## src/rtl/mem_access_unit.sv

```systemverilog
// MEM-stage data-memory access unit: runs one EXMEM load/store against a
// word-addressed req/ack memory and stalls the pipeline until it retires.
module mem_access_unit #(
    parameter int ADDR_W  = 32,
    parameter int TIMEOUT = 16
) (
    input  logic              clk_i,
    input  logic              rst_i,
    input  logic              MemRead_i,
    input  logic              MemWrite_i,
    input  logic [31:0]       addr_i,
    input  logic [31:0]       data_i,
    output logic [31:0]       data_o,
    output logic              stall_o,
    output logic              misalign_o,
    output logic              err_o,
    output logic              mem_req_o,
    output logic              mem_we_o,
    output logic [ADDR_W-1:0] mem_addr_o,
    output logic [31:0]       mem_wdata_o,
    input  logic              mem_ack_i,
    input  logic [31:0]       mem_rdata_i
);

    // Handshake: mem_req_o stays high with stable we/addr/wdata until the
    // memory answers with a single-cycle mem_ack_i (rdata valid that cycle);
    // an ack seen outside an outstanding request is ignored.
    typedef enum logic [1:0] {
        IDLE = 2'd0,
        REQ  = 2'd1,
        DONE = 2'd2
    } state_t;

    localparam logic [7:0] LAST_CNT = 8'(TIMEOUT - 1);

    state_t            state;
    logic [7:0]        cnt;
    logic              we_q;
    logic              err_q;
    logic [ADDR_W-1:0] addr_q;
    logic [31:0]       wdata_q;

    logic              op;
    logic              aligned;
    logic [33:0]       addr_ext;

    assign op       = MemRead_i | MemWrite_i;
    assign addr_ext = {2'b00, addr_i};
    assign aligned  = (addr_ext[1:0] == 2'b00);

    always_ff @(posedge clk_i) begin
        if (!rst_i) begin
            state   <= IDLE;
            cnt     <= 8'd0;
            we_q    <= 1'b0;
            err_q   <= 1'b0;
            addr_q  <= '0;
            wdata_q <= 32'd0;
            data_o  <= 32'd0;
        end else begin
            case (state)
                IDLE: begin
                    err_q <= 1'b0;
                    if (op && aligned) begin
                        addr_q  <= addr_ext[ADDR_W+1:2];
                        wdata_q <= data_i;
                        we_q    <= MemWrite_i;
                        cnt     <= 8'd0;
                        state   <= REQ;
                    end
                end
                REQ: begin
                    cnt <= cnt + 8'd1;
                    if (mem_ack_i) begin
                        if (!we_q) begin
                            data_o <= mem_rdata_i;
                        end
                        err_q <= 1'b0;
                        state <= DONE;
                    end else if (cnt == LAST_CNT) begin
                        // A read that never completes returns zero rather than stale data.
                        if (!we_q) begin
                            data_o <= 32'd0;
                        end
                        err_q <= 1'b1;
                        state <= DONE;
                    end
                end
                DONE: begin
                    state <= IDLE;
                end
                default: begin
                    state <= IDLE;
                end
            endcase
        end
    end

    always_comb begin
        stall_o     = 1'b0;
        misalign_o  = 1'b0;
        err_o       = 1'b0;
        mem_req_o   = 1'b0;
        mem_we_o    = 1'b0;
        mem_addr_o  = '0;
        mem_wdata_o = 32'd0;
        case (state)
            IDLE: begin
                // The stall must rise in the same cycle the op appears so EXMEM holds it.
                if (rst_i && op) begin
                    stall_o    = aligned;
                    misalign_o = !aligned;
                end
            end
            REQ: begin
                stall_o     = 1'b1;
                mem_req_o   = 1'b1;
                mem_we_o    = we_q;
                mem_addr_o  = addr_q;
                mem_wdata_o = wdata_q;
            end
            DONE: begin
                err_o = err_q;
            end
            default: begin
                stall_o = 1'b0;
            end
        endcase
    end

endmodule

```

## config.mk

```make
export PLATFORM = sky130hd
export DESIGN_NAME = mem_access_unit
export DESIGN_NICKNAME = d
export VERILOG_FILES = /design/src/rtl/mem_access_unit.sv
export SDC_FILE = /design/constraint.sdc
export NUM_CORES = 1
export LEC_CHECK = 0
export CAP_MARGIN = 20
export CELL_PAD_IN_SITES_DETAIL_PLACEMENT = 1
export CELL_PAD_IN_SITES_GLOBAL_PLACEMENT = 1
export CORE_MARGIN = 3
export CORE_UTILIZATION = 31
export CTS_CLUSTER_DIAMETER = 40
export DETAILED_ROUTE_END_ITERATION = 12
export PLACE_DENSITY = 0.88
export RECOVER_POWER = 25
export SLEW_MARGIN = 5
export SYNTH_ARGS = -nofsm -noshare
export SYNTH_HDL_FRONTEND = slang
export SYNTH_SLANG_ARGS = --single-unit
```

## constraint.sdc

```tcl
create_clock -name clk_i -period 2.3 [get_ports clk_i]
set_input_delay 0.69 -clock clk_i [delete_from_list [all_inputs] [get_ports clk_i]]
set_output_delay 0.69 -clock clk_i [all_outputs]
set_load 0.01 [all_outputs]
```

==> results of run 1 <==
==> stage by stage <==
step,TNS [ns],worst slack [ns],hold WS [ns],utilization
floorplan,0,0.0858,0.444,-
global placement,-8.06,-0.668,0.450,0.453
global route,0,0.00492,0.492,0.467
detailed placement,-10.23,-0.718,0.458,0.453
CTS,-0.000604,-0.000604,0.469,0.468
finish,0,0.0351,0.466,0.467
==> metal layers <==
metal | up-vias | global-route usage | share of wire
li1 | 2581 | - | -
met1 | 2631 | 0.240 | 0.42
met2 | 176 | 0.337 | 0.48
met3 | 20 | 0.0694 | 0.085
met4 | 2 | 0.0662 | 0.018
met5 | - | 0 | 0.00071
==> cell families (layout without fill, tap and decap cells) <==
group,Yosys count,in the layout,synth area share
other,1,2,0.000737
multiplexers,1,1,0.00197
AO/OA/AOI/OAI,211,211,0.274
flip-flops,106,106,0.417
buffers and inverters,82,250,0.0806
AND/OR/NAND/NOR,196,196,0.223
adder cells (fa/ha/maj),1,1,0.00246
==> power breakdown <==
group	total [mW]	internal (mW)	switching, mW
combinational	0.656	0.309	0.346
clock	1.46	0.738	0.724
sequential	1.93	1.90	0.0316
total	4.05	2.95	1.10
==> cell type report <==
| cell class | instances | area [um2] | share of cell area |
|---|---|---|---|
| Sequential cell | 106 | 2120 | 0.284 |
| Inverter | 2 | 21.3 | 0.00285 |
| Timing Repair Buffer | 233 | 2180 | 0.292 |
| Multi-Input combinational cell | 411 | 2610 | 0.349 |
| Tap cell | 216 | 270 | 0.0362 |
| Clock inverter | 5 | 38.8 | 0.00519 |
| Clock buffer | 10 | 229 | 0.0307 |
==> timing repair <==
item	4_1_cts	5_1_grt
gates resized for setup	130	5
hold buffers	0	0
endpoints found under the hold margin	0	0
setup endpoints to repair	67	3
cloned	2	0
pin swaps	3	0
buffers inserted	2	0
==> path summary, 6_finish.rpt <==
path / endpoint / slack (ns) / start / cells past startpoint
max: misalign_o / 0.04 / rst_i / 4
min: addr_q[8] / 0.47 / addr_q[8] / 2
max reg2reg: data_o[1] / 0.43 / state[1] / 6
min reg2reg: addr_q[8] / 0.47 / addr_q[8] / 2
==> flip-flops by register name (all words and copies together), names as in the netlist <==
register,count
wdata_q,32
we_q,1
err_q,1
data_o,32
cnt,8
addr_q,30
state,2
==> Yosys cell counts (all sizes together), types with 2 or more instances <==
| cell | instances |
|---|---|
| a21oi | 99 |
| a311oi | 33 |
| and2 | 63 |
| and3 | 2 |
| and3b | 2 |
| buf | 30 |
| clkbuf | 50 |
| dfxtp | 106 |
| inv | 2 |
| nand2 | 39 |
| nand2b | 3 |
| nand3 | 2 |
| nand4 | 62 |
| nor2 | 8 |
| nor2b | 3 |
| nor3 | 2 |
| nor4 | 2 |
| o21ai | 2 |
| o311ai | 2 |
| o31ai | 68 |
| or2 | 3 |
| or4 | 2 |
==> worst register-to-register path, cell delays in order, from the launching register on <==
cell      delay (ns)
dfxtp_2         0.33
buf_4           0.13
buf_4           0.14
and4bb_2        0.29
clkbuf_4        0.43
a21oi_1         0.17
a311oi_1        0.28
==> impl_metrics.yaml, run 1 <==
setup_path:
  required_ns: 1.61
  worstPathArrival_ns: 1.57
  cp_max_fo: 3
  cp-end-kind: "primary output"
  crit_type: "in -> out"
  cp_cell_sequence: "clkdlybuf4s15_1, clkinv_2, nor4_4, buf_2"
  cpPeakStageDelay_ns: 0.29
  worstSetupStartpointType: "primary input"
  crit_buf_inv: 3
  critPathTopFamily: "buffers and inverters"
  critPathSlowestCell: "clkdlybuf4s15_1"
sta:
  rsz0062_at_grt: "false"
  final.setup_skew_ns: 0.0106
  tightest_slew_ns: 0.826
  max-slew-margin-rel: 0.450
  max_freq_mhz: 442
  finalCritPeriodShare: 0.985
  period_needed_ns: 2.26
  setup_violations: 0
  hold_viol_final: 0
  finalMaxSlewViolations: 0
grt:
  grt_pass1_vias: 5566
  overflow: 0
  antenna_found_initial: 1
  grt_pass1_wl_mm: 29.3
  grt_max_degree: 68
  track_usage: 0.200
floorplan:
  die_h_um: 134
  io_pins: 202
  die_x_um: 134
  start_util: 0.318
  rows: 46
  core_area_um2: 16000
  die-area_um2: 18000
power:
  power_leakage_nw: 2.87
  ir_drop_mv: 0.420
  power_density_nw_per_um2: 542
  total_power_mw: 4.05
yosys:
  synth_edf_count: 0
  synth.area.top_cells: "dfxtp_1 (42%), o31ai_1 (9.9%), a21oi_1 (9.7%)"
  synth_ff_type: "dfxtp_1"
  synth.avg_cell_area_um2: 8.51
  ys_types: 43
  yosysSeqAreaShare: 0.417
  synth_top_cell_by_area: "dfxtp_1"
  ys_ff_latch: 106
  syn_inst: 598
  synthArstFlopShare: 0
  yosysWarnings: 0
  syn_area_um2: 5090
  yosys.area.top_type_share: 0.417
route:
  vias_per_cell: 5.50
  detail_route.wl_per_cell_um: 18.6
  drtIter0Drc: 209
  drc: 0
  vias: 5410
  totalWireLength_mm: 18.2
  first_pass_iters: 4
  ant_nets: 0
final_layout:
  diodes: 0
  nNetsFinal: 865
  finalNonFillerCells: 983
  fin_area_um2: 7470
  area_growth_pct: 46.8
  final_cell_mix: "clkdlybuf4s50_1 (110), dfxtp_1 (104), a21oi_1 (99), o31ai_1 (67), and2_1 (63)"
  num-fill-cells: 1912
  final_common_cell: "clkdlybuf4s50_1"
  drive_gt1_frac: 0.106
placed_design:
  dp_hpwl_mm: 11.7
  gp_congestion: 0.748
  placed_area_um2: 7250
  port_buffers: 199
  dp.cells: 964
clocking:
  cts_tree: "done"
  cts_buffer_depth: 2
  cts_max_level: 3
  clk_pin_slew_ns: 0.07
  cts_buffers: 9
  clockRootBuffer: "clkbuf_16"
  clock_latency_ns: 0.35
  clock_sinks: 106
run_status:
  status: "complete, no violations"
worst_hold_path:
  min_path_type: "reg -> reg"
flow_run:
  cap_viol_max_count: 0
No activity file was read; power rests on OpenSTA's default activity.
==> run 2, diff against run 1 <==
--- a/config.mk
+++ b/config.mk
@@ -18,3 +18,4 @@
 export SYNTH_ARGS = -nofsm -noshare
 export SYNTH_HDL_FRONTEND = slang
 export SYNTH_SLANG_ARGS = --single-unit
+export TNS_END_PERCENT = 100
==> results of run 2 <==
No change in the layout: final DEF, timing and power equal those of run 1.
